File: src/rtl/rr_mux_pkg.sv
// Shared constants and helpers for the round-robin stream multiplexer.
// Arbitration mode encodings and index-width calculation live here.
package rr_mux_pkg;

   localparam int ARB_RR    = 0;
   localparam int ARB_FIXED = 1;

   // Index width for n channels, never below 1 so a single-channel build keeps a real port.
   function automatic int clog2(input int n);
      int r;
      r = 0;
      for (int i = 0; i < 31; i++) begin
         if ((1 << i) < n) r = i + 1;
      end
      return (r < 1) ? 1 : r;
   endfunction

endpackage

File: src/rtl/rr_arbiter.sv
// Combinational arbiter: round-robin from ptr, or fixed lowest-index priority.
// Searches a doubled request vector with bits below ptr masked, so wrap-around needs no second pass.
module rr_arbiter
   import rr_mux_pkg::*;
#(
   parameter  int NCH      = 4,
   parameter  int ARB_MODE = ARB_RR,
   localparam int SELW     = clog2(NCH)
) (
   input  logic [NCH-1:0]  req,
   input  logic [SELW-1:0] ptr,
   output logic [NCH-1:0]  grant,
   output logic [SELW-1:0] grant_idx,
   output logic            any_grant
);

   logic [2*NCH-1:0] req_dbl;
   logic [SELW-1:0]  eff_ptr;
   logic             found;

   assign eff_ptr = (ARB_MODE == ARB_FIXED) ? '0 : ptr;
   assign req_dbl = {req, req};

   always_comb begin
      grant     = '0;
      grant_idx = '0;
      found     = 1'b0;
      for (int k = 0; k < 2*NCH; k++) begin
         if (!found && req_dbl[k] && (k >= int'(eff_ptr))) begin
            found = 1'b1;
            if (k >= NCH) begin
               grant[k-NCH] = 1'b1;
               grant_idx    = SELW'(k - NCH);
            end else begin
               grant[k]  = 1'b1;
               grant_idx = SELW'(k);
            end
         end
      end
   end

   assign any_grant = found;

endmodule

File: src/rtl/rr_mux_stream.sv
// Merges NCH valid/ready input streams onto one registered output stream.
// One output register stage; a draining beat and a new beat can swap on the same edge.
module rr_mux_stream
   import rr_mux_pkg::*;
#(
   parameter  int WIDTH    = 5,
   parameter  int NCH      = 4,
   parameter  int ARB_MODE = ARB_RR,
   localparam int SELW     = clog2(NCH)
) (
   input  logic                 clk,
   input  logic                 rst_n,
   input  logic [NCH-1:0]       in_valid,
   input  logic [NCH*WIDTH-1:0] in_data,
   output logic [NCH-1:0]       in_ready,
   output logic                 out_valid,
   output logic [WIDTH-1:0]     out_data,
   output logic [SELW-1:0]      out_sel,
   input  logic                 out_ready
);

   logic [NCH-1:0]   grant;
   logic [SELW-1:0]  grant_idx;
   logic             any_grant;
   logic             load_en;
   logic             xfer;
   logic [WIDTH-1:0] sel_data;
   logic [SELW-1:0]  rr_ptr;
   logic [SELW-1:0]  nxt_ptr;

   rr_arbiter #(
      .NCH      (NCH),
      .ARB_MODE (ARB_MODE)
   ) u_arb (
      .req       (in_valid),
      .ptr       (rr_ptr),
      .grant     (grant),
      .grant_idx (grant_idx),
      .any_grant (any_grant)
   );

   // Output register is free when empty or being drained this cycle.
   assign load_en  = ~out_valid | out_ready;
   assign in_ready = grant & {NCH{load_en & rst_n}};
   assign xfer     = any_grant & load_en;

   // AND-OR select over the one-hot grant, one channel slice per term.
   always_comb begin
      sel_data = '0;
      for (int i = 0; i < NCH; i++) begin
         sel_data = sel_data | (in_data[i*WIDTH +: WIDTH] & {WIDTH{grant[i]}});
      end
   end

   assign nxt_ptr = (grant_idx == SELW'(NCH - 1)) ? '0 : grant_idx + 1'b1;

   always_ff @(posedge clk or negedge rst_n) begin
      if (!rst_n) begin
         out_valid <= 1'b0;
         out_data  <= '0;
         out_sel   <= '0;
         rr_ptr    <= '0;
      end else begin
         if (xfer) begin
            out_valid <= 1'b1;
            out_data  <= sel_data;
            out_sel   <= grant_idx;
            if (ARB_MODE == ARB_RR) rr_ptr <= nxt_ptr;
         end else if (load_en) begin
            out_valid <= 1'b0;
         end
      end
   end

endmodule

File: config.mk
export PLATFORM = sky130hd
export DESIGN_NAME = rr_mux_stream
export DESIGN_NICKNAME = d
export VERILOG_FILES = /design/src/rtl/rr_mux_pkg.sv /design/src/rtl/rr_arbiter.sv /design/src/rtl/rr_mux_stream.sv
export SDC_FILE = /design/constraint.sdc
export NUM_CORES = 1
export LEC_CHECK = 0
export CAP_MARGIN = 15
export CORE_AREA = 8 8 50 56
export CTS_BUF_LIST = sky130_fd_sc_hd__clkbuf_8
export DETAILED_ROUTE_END_ITERATION = 7
export DIE_AREA = 0 0 58 64
export PLACE_DENSITY = 0.76
export SYNTH_ARGS = -nofsm -noshare
export SYNTH_HDL_FRONTEND = slang
export SYNTH_SLANG_ARGS = --single-unit
File: constraint.sdc
create_clock -name clk -period 1.95 [get_ports clk]
set_input_delay 0.4875 -clock clk [delete_from_list [all_inputs] [get_ports clk]]
set_output_delay 0.4875 -clock clk [all_outputs]
set_load 0.1 [all_outputs]
After elaboration in Yosys (flattened, before gate mapping). Index checks and enable logic that the tools add are counted.

Bits in registers: 10. Input port bits: 27. Output and inout bits: 12. Word-level logic and storage cells: 64.

Add/subtract/negate cells: 1. $lt $le $gt $ge: 3. Eq/ne operators: 1. Mux-type cells: 25. Bitwise gates (word level): 12. Reduce and logical (&&, ||, !) cells: 18.

Operators with widths (number): 5-bit AND (4); 1-bit two-way mux (18); 5-bit bitwise OR (3); 2-bit two-way mux (7); 1-bit logical AND (10); 1-bit zero test (7); 4-bit AND (1); 1-bit by 2-bit greater-or-equal comparator with 1-bit output (first input constant) (2); 2-bit by 1-bit adder with 2-bit output (second input constant) (1); 1-bit AND (2); 2-bit == test (second input constant) (1); 2-bit greater-or-equal comparator (first input constant) (1); 2-bit nonzero test (1); 1-bit inverter (1); 1-bit bitwise OR (1).

Depth between registers and ports, before layout.
Word-level depth: 28. Mapped depth: 6. Gate-level depth less buffers: 5.

Hierarchy. From an unflattened synthesis, not the netlist that was laid out.

Cell total of the unflattened synthesis: 78. Area total of the unflattened synthesis: 750.7 um^2.

By module, submodules not included: rr_mux_stream (times used 1, cells an instance 45, area each 528.0 um^2, sequential area each 250.2 um^2); rr_arbiter (times used 1, cells an instance 33, area each 222.7 um^2, sequential area each 0.0 um^2).

Worst setup path before layout. OpenSTA, ideal clock, no wires.

Path type: register to output. Start point: register out_valid. End point: output port in_ready[1]. Arrival: 2.533 ns. Required time: 1.462 ns. Slack: -1.070 ns. Cell stages (with the launch flop): 4. Path buffers: 0. Cells stage by stage: dfrtp_1 > nand2b_1 > nand2_1 > nor2b_1.

Word-level cells in the longest chain between the ends: 4.

Ends and longest elaborated chain: start: declaration (RTL line rr_mux_stream.sv:16) `output logic out_valid,`; start signal: assignment (RTL line rr_mux_stream.sv:59) `out_valid <= 1'b0;`; start signal: assignment (RTL line rr_mux_stream.sv:65) `out_valid <= 1'b1;`; start signal: assignment (RTL line rr_mux_stream.sv:70) `out_valid <= 1'b0;`; 1-bit inverter (RTL line rr_mux_stream.sv:43) `assign load_en = ~out_valid | out_ready;`; 1-bit bitwise OR (RTL line rr_mux_stream.sv:43); 1-bit AND (RTL line rr_mux_stream.sv:44) `assign in_ready = grant & {NCH{load_en & rst_n}};`; 4-bit AND (RTL line rr_mux_stream.sv:44); end: declaration (RTL line rr_mux_stream.sv:15) `output logic [NCH-1:0] in_ready,`.

Every way passes these cells.

Final worst setup path.
Start point: register rr_ptr[1]. End point: output port in_ready[3].

Word-level cells in the longest chain between the ends: 27. Elaborated cells between the ends (all ways): 30. Classes of those cells: order compare (3); mux (9); bitwise (1); reduce/logical (17).

Ends and longest elaborated chain: start: declaration (RTL line rr_mux_stream.sv:28) `logic [SELW-1:0] rr_ptr;`; start signal: assignment (RTL line rr_mux_stream.sv:68) `if (ARB_MODE == ARB_RR) rr_ptr <= nxt_ptr;`; 1-bit by 2-bit greater-or-equal comparator with 1-bit output (RTL line rr_arbiter.sv:29) `if (!found && req_dbl[k] && (k >= int'(eff_ptr))) begin`; 1-bit logical AND (RTL line rr_arbiter.sv:29); 1-bit two-way mux (RTL line rr_arbiter.sv:29); 1-bit zero test (RTL line rr_arbiter.sv:29); 1-bit logical AND (2 in a row) (RTL line rr_arbiter.sv:29); 1-bit two-way mux (RTL line rr_arbiter.sv:29); 1-bit zero test (RTL line rr_arbiter.sv:29); 1-bit logical AND (2 in a row) (RTL line rr_arbiter.sv:29); [... 9 more ...]; 1-bit two-way mux (RTL line rr_arbiter.sv:29); 1-bit zero test (RTL line rr_arbiter.sv:29); 1-bit logical AND (RTL line rr_arbiter.sv:29); 1-bit two-way mux (RTL line rr_arbiter.sv:29); 1-bit zero test (RTL line rr_arbiter.sv:29); 1-bit logical AND (RTL line rr_arbiter.sv:29); 1-bit two-way mux * (RTL line rr_arbiter.sv:29); 4-bit AND * (RTL line rr_mux_stream.sv:44).

Mark *: on every way between the ends. The rest lies on a longest branch, timed or not.

==> metrics.cfg <==
[setup_path]
rr_endpoint=out_data[4]
rrSetupSlack_ns=0.20
path_cells=inv_2, a21oi_2, o221a_2, nor2b_4, buf_12
worst_ep_arrival_time_ns=1.45
r2r-start=rr_ptr[1]
end_kind=primary output
cp_num_buf_inv=2
path_depth=5
crit_required_ns=1.46
crit_fanout=7
criticalPathCategory=register to primary output
start_kind=register
critPathTopFamily=flip-flops
cpPeakStageDelay_ns=0.44
cp-startpoint=rr_ptr[1]
reg2regPathDepth=7
slowest_stage=dfrtp_2

[cts]
cts_made_buffers=3
htreeDepth=1
cts_root_buf=clkbuf_8
clock-sinks=10
cts_tree=yes
clk_pin_slew_ns=0.05
cts_max_path_buffers=2
clk_latency_ns=0.23

[cells_and_area]
nNetsFinal=167
drive_gt1_share_pct=51.08
areaGrowthSynthToFinish_pct=122.0
antenna_cells=0
seq_area_sq_um=256.5
multiInputGateArea_sq_um=471.7
n_fill_cell=132

[place]
place_congestion=0.8997
place_hpwl_mm=2.113
port-buffer-count=38

[floorplan]
dieWidth_microns=58
start_util_pct=35.10
core_area_sq_um=1914
dieArea_sq_um=3712
io_pins=39
core.rowCount=17
die_y_microns=64

[sta]
holdWs_ns=0.5097
rsz0062_at_grt=yes
max-slew-margin-rel_pct=71.51
fin_crit_ns=1.937
fin_crit_sh_pct=99.32
slew_violations=0
report.final.setup_viol=0
max_freq_mhz=516.4
tightest_slew_ns=0.4166
skew_ns=0.0005273
hold_violations=0

[routing]
drt_wl_total_mm=2.860
drt_iter0_drc=37
drtPass1Iterations=5
detail_route.wl_per_cell_microns=18.10
vias_per_cell=5.633
ant_nets=0
drc=0
num_vias=890

[synthesis]
synth_edf_count=0
synth.distinct_cells=22
synthCells=75
yosys_warnings=0
yosysTopAreaCell=dfrtp_1
ys_ff_latch=10
postSynthAreaPerCell_sq_um=8.959
ys_seq_area_share_pct=37.24
synth_flop_cell=dfrtp_1
syn-cell-area_sq_um=671.9
synth_fp_nets=102
synthDominantCellAreaShare_pct=37.24
synth_area_leaders=dfrtp_1 (37%), a222oi_1 (7.4%), a21oi_1 (6.7%), buf_6 (6.7%), nor2_1 (6.1%)
synth-async-reset-ratio_pct=100.0

[grt]
grt_pass1_vias=995
grt_pass1_wl_mm=4.519
grt_overflow=0
track_usage_pct=15.19
antenna_found_initial=0
grt_max_degree=11

[power_and_ir_drop]
worst_ir_drop_vdd_v=0.0005741
leakagePower_nw=0.6497
power_mw=1.368
p_per_area_nw_per_um2=917.5

[outcome]
status=complete, no violations

[run]
cap_violations=0

[min_path]
hold_class=primary input to asynchronous set/reset pin

## area by class of cell
class | count | area share [%]
Clock buffer | 4 | 3.691
Inverter | 2 | 0.5034
Multi-Input combinational cell | 59 | 31.63
Sequential cell | 10 | 17.20
Tap cell | 19 | 1.594
Timing Repair Buffer | 64 | 45.39
## layout by cell type (no fill, tap or decap), types with 2 or more instances in the layout
cell              n
a222oi_1          5
nor2_4            3
dfrtp_1           7
a21oi_1           7
clkdlybuf4s50_1  20
buf_12           12
o21ai_1           2
o21ai_2           4
dfrtp_2           2
a21oi_2           2
dlygate4sd2_1     2
a21o_1            2
nor2b_4           4
buf_4            25
buf_2             4
a31oi_1           5
clkbuf_8          4
inv_2             2
o21ai_0           3
nand3_1           2
nor2_1            8
## state kept, by name (all words and copies together), names as in the netlist
signal / count
out_data: 5
out_sel: 2
rr_ptr: 2
out_valid: 1
## timing repair
item	in CTS	in global routing
gates cloned	0	0
hold buffers	0	0
pin swaps	4	7
gates resized for setup	22	14
setup endpoints to repair	9	4
endpoints found under the hold margin	0	0
setup buffers	1	6
## cells in the mapped netlist (2+ instances only)
cell,n
a21o_1,2
a21oi_1,9
a222oi_1,5
a31oi_1,5
and3_1,2
buf_6,4
dfrtp_1,10
inv_1,2
nand2_1,3
nand3_1,2
nor2_1,11
nor2b_1,4
o21ai_0,7
## per-stage QoR
| step | cells | instance area, sq um | worst slack (ns) | util, % | TNS [ns] |
|---|---|---|---|---|---|
| 6_report | 158 | 1491 | 0.01335 | 77.91 | 0 |
| 5_1_grt | 158 | 1491 | -0.03302 | 77.91 | -0.09126 |
| 4_1_cts | 152 | 1440 | -0.01141 | 75.23 | -0.01141 |
| 3_5_place_dp | 147 | 1360 | -0.4173 | 71.05 | -3.748 |
| 3_3_place_gp | 147 | 1360 | -0.3796 | 71.05 | -3.172 |
| 2_1_floorplan | 75 | 747.0 | -0.05207 | - | -0.1325 |
## worst reg2reg max path: stages (launching register included)
cell and delay, ns:
dfrtp_2 0.46, buf_4 0.16, o21ai_1 0.16, o21ai_2 0.09, buf_4 0.14, buf_4 0.15, a222oi_1 0.35, a21oi_1 0.12
## report_power, final
part,internal [mW],leakage [nW],switching (mW)
logic,0.343,0.508,0.460
registers,0.252,0.113,0.0602
clock network,0.177,0.0288,0.0764
## worst max-delay path by stage
stage	to	slack [ns]
after floorplan	in_ready[2]	-0.05
after global placement	in_ready[0]	-0.38
after detailed placement	in_ready[2]	-0.42
after CTS	in_ready[1]	-0.01
after global routing	in_ready[3]	-0.03
final	in_ready[3]	0.01
## logic make-up (layout without fill, tap and decap cells)
kind of cell           count (synthesis)  count (layout)  synth area share [%]
AOI/OAI and AO/OA                     34              34                 36.50
and+or+nand+nor                       25              25                 18.44
buffers and inverters                  6              70                 7.821
DFF                                   10              10                 37.24
## routing by layer
metal | GRT usage (%) | up-vias | part of all wire (%)
li1 | - | 417 | -
met1 | 14.93 | 434 | 35
met2 | 29.19 | 33 | 58
met3 | 2.800 | 6 | 4.9
met4 | 7.362 | 0 | 2.0
met5 | 0 | - | 0
Power figures use the tool's default switching activity.
==> RTL change, RTL diff (same settings) <==
`NCH` is set to 4 in 2 places; all go to 3.
--- a/src/rtl/rr_arbiter.sv
+++ b/src/rtl/rr_arbiter.sv
@@ -5,3 +5,3 @@
 #(
-   parameter  int NCH      = 4,
+   parameter  int NCH      = 3,
    parameter  int ARB_MODE = ARB_RR,
--- a/src/rtl/rr_mux_stream.sv
+++ b/src/rtl/rr_mux_stream.sv
@@ -6,3 +6,3 @@
    parameter  int WIDTH    = 5,
-   parameter  int NCH      = 4,
+   parameter  int NCH      = 3,
    parameter  int ARB_MODE = ARB_RR,
Ports: changed (resized in_data, in_ready and in_valid); port bits go from 39 to 32. The function was not compared with the original's and may differ.
==> RTL change against the original RTL <==
Critical path depth unchanged; wire length is 30% lower; sequential cell count did not move; power decreased by 15%; synthesized area is 18% lower; worst setup slack worse by 65 ps; largest cell class unchanged; cell area decreased by 22%; the flow now finishes with violations (negative setup slack); largest power group unchanged; global-route usage is 4.6 points lower.
==> RTL change: results (changes against the original RTL) <==
| Metric | Value |
|---|---|
| Placed Instances | `121 (-18%)` |
| Worst R2R Path Depth | `5 (-2)` |
| DR top layer | `met3` |
| IO buf count | `31 (-18%)` |
| Commonest cells in the netlist | `12 x nand2_1, 10 x dfrtp_1, 7 x inv_1, 5 x a22oi_1, 5 x o221ai_1` |
| Psw | `502.2 µW (-16%)` |
| CTS H-tree depth | `1 (unchanged)` |
| CP max FO | `2 (-5)` |
| Reg2reg start | `rr_ptr[1]` |
| Drt pass-1 iters | `4 (-1)` |
| Dpl ws | `-254.8 ps (+162.5 ps)` |
| Fin Clk Skew | `4.562 ps (+4.035 ps)` |
| Slew headroom | `0.7982 (+0.08307)` |
| Worst Path Arrival | `1510 ps (+60 ps)` |
| Final WL | `1999 µm (-30%)` |
| Mapped Nets | `82 (-20%)` |
| Vias per cell | `5.087 (-9.7%)` |
| Post-synth top flop | `dfrtp_1` |
| Metal-1 WL | `848 µm (-15%)` |
| Via count | `646 (-27%)` |
| GRT Total Usage | `0.1059 (-0.04600)` |
| M2 GR Usage | `0.1662 (-0.1257)` |
| Final instance area | `1165 µm² (-22%)` |
| DR iter-0 viols | `13 (-65%)` |
| Most numerous cell in the Yosys netlist | `nand2_1` |
| Hold slack | `322.2 ps (-187.5 ps)` |
| Ranking of synthesized cells by area | `dfrtp_1 46%, nand2_1 8.2%, o221ai_1 8.0%` |
| Cell leakage power | `0.0005338 µW (-18%)` |
| Share of post-route cells with drive strength above 1 | `0.3519 (-0.1589)` |
| Max incr delay on CP | `460 ps (+20 ps)` |
| Setup TNS | `-119.1 ps (-119.1 ps)` |
| Reg2reg setup slack | `450 ps (+250 ps)` |
| Crit Reg-Reg Endpoint | `out_data[3]` |
| CTS buffer count | `3 (unchanged)` |
| Met3 track demand over resource | `0.04800 (+0.02000)` |
| Placed inst area | `1099 µm² (-19%)` |
| Hpwl dp | `1555 µm (-26%)` |
| Peak VDD IR | `567.5 µV (-1.1%)` |
| Final Worst Setup Slack | `-51.97 ps (-65.32 ps)` |
| Endpoints failing setup | `3 (+3)` |
| Maximum clock path buffer count | `2 (unchanged)` |
| Metal2 WL | `1010 µm (-39%)` |
| Critical-path top delay cell | `dfrtp_4` |
| Seq/Total Area, Yosys | `0.4556 (+0.08314)` |
| Synth Instances | `61 (-19%)` |
| RD Place Congestion | `0.8424 (-6.4%)` |
| Failing checks | `negative setup slack` |
| Status | `complete, but fails checks` |
| FILL cells | `152 (+15%)` |
| Regs by FF count | `out_data x5, out_sel x2, rr_ptr x2` |
| Vias in the first global route | `682 (-31%)` |
| Largest net degree at the start of global routing | `11 (unchanged)` |
| Clock latency on the worst-skew pair | `240 ps` |
| First-pass GRT wire length | `3056 µm (-32%)` |
| Final Max Slew Viols | `0 (unchanged)` |
| Met1 global-route usage | `0.1240 (-0.02532)` |
| WL met3 | `140 µm (unchanged)` |
| Hold WC Path Type | `in2async` |
## RTL change: cell count changes in the layout (fill, tap and decap cells not counted), moves of 5 or more
| cell | delta |
|---|---|
| o221ai_1 | +5 |
| a21oi_1 | -6 |
| nand2_1 | +11 |
| nor2_1 | -7 |
| clkdlybuf4s50_1 | -5 |
| a31oi_1 | -5 |
| a22oi_1 | +5 |
| a222oi_1 | -5 |
| buf_4 | -13 |
| inv_1 | +7 |
## RTL change: worst max path at each step
stage | cells past startpoint | to | startpoint
floorplan | 4 | in_ready[0] | out_valid
global route | 5 | in_ready[0] | out_valid
detailed placement | 6 | in_ready[0] | out_ready
CTS | 5 | in_ready[0] | out_valid
finish | 5 | in_ready[0] | out_valid
global placement | 6 | in_ready[0] | out_ready
## RTL change: cell type report
cell class                 instances  area share
timing repair buffer              43      0.4329
inverter                           7     0.02256
clock buffer                       4     0.04726
multi-input combinational         44      0.2589
tap                               19     0.02041
sequential                        10      0.2180
## RTL change: repair_timing
action / in CTS / in global routing
endpoints found under the setup margin: 3 / 3
resized for setup: 6 / 0
pin swaps: 3 / 1
setup buffers: 2 / 0
## RTL change: power by group through the flow
stage,Sequential [µW],Combinational [µW],Clock [µW]
finish,297,606,263
global route,301,631,277
CTS,296,609,265
detailed placement,300,608,0
global placement,298,600,0
floorplan,504,133,0
## RTL change: cell families after synthesis
| group | share of synthesized area |
|---|---|
| AOI/OAI and AO/OA | 0.2893 |
| buffers and inverters | 0.04784 |
| and+or+nand+nor | 0.2073 |
| DFF | 0.4556 |
## RTL change: critical path: cells and delay by family (launching register included)
family / cells / cell delay (ps)
flops: 1 / 460
simple gates: 3 / 600
buf+inv: 1 / 180
compound gates: 1 / 50
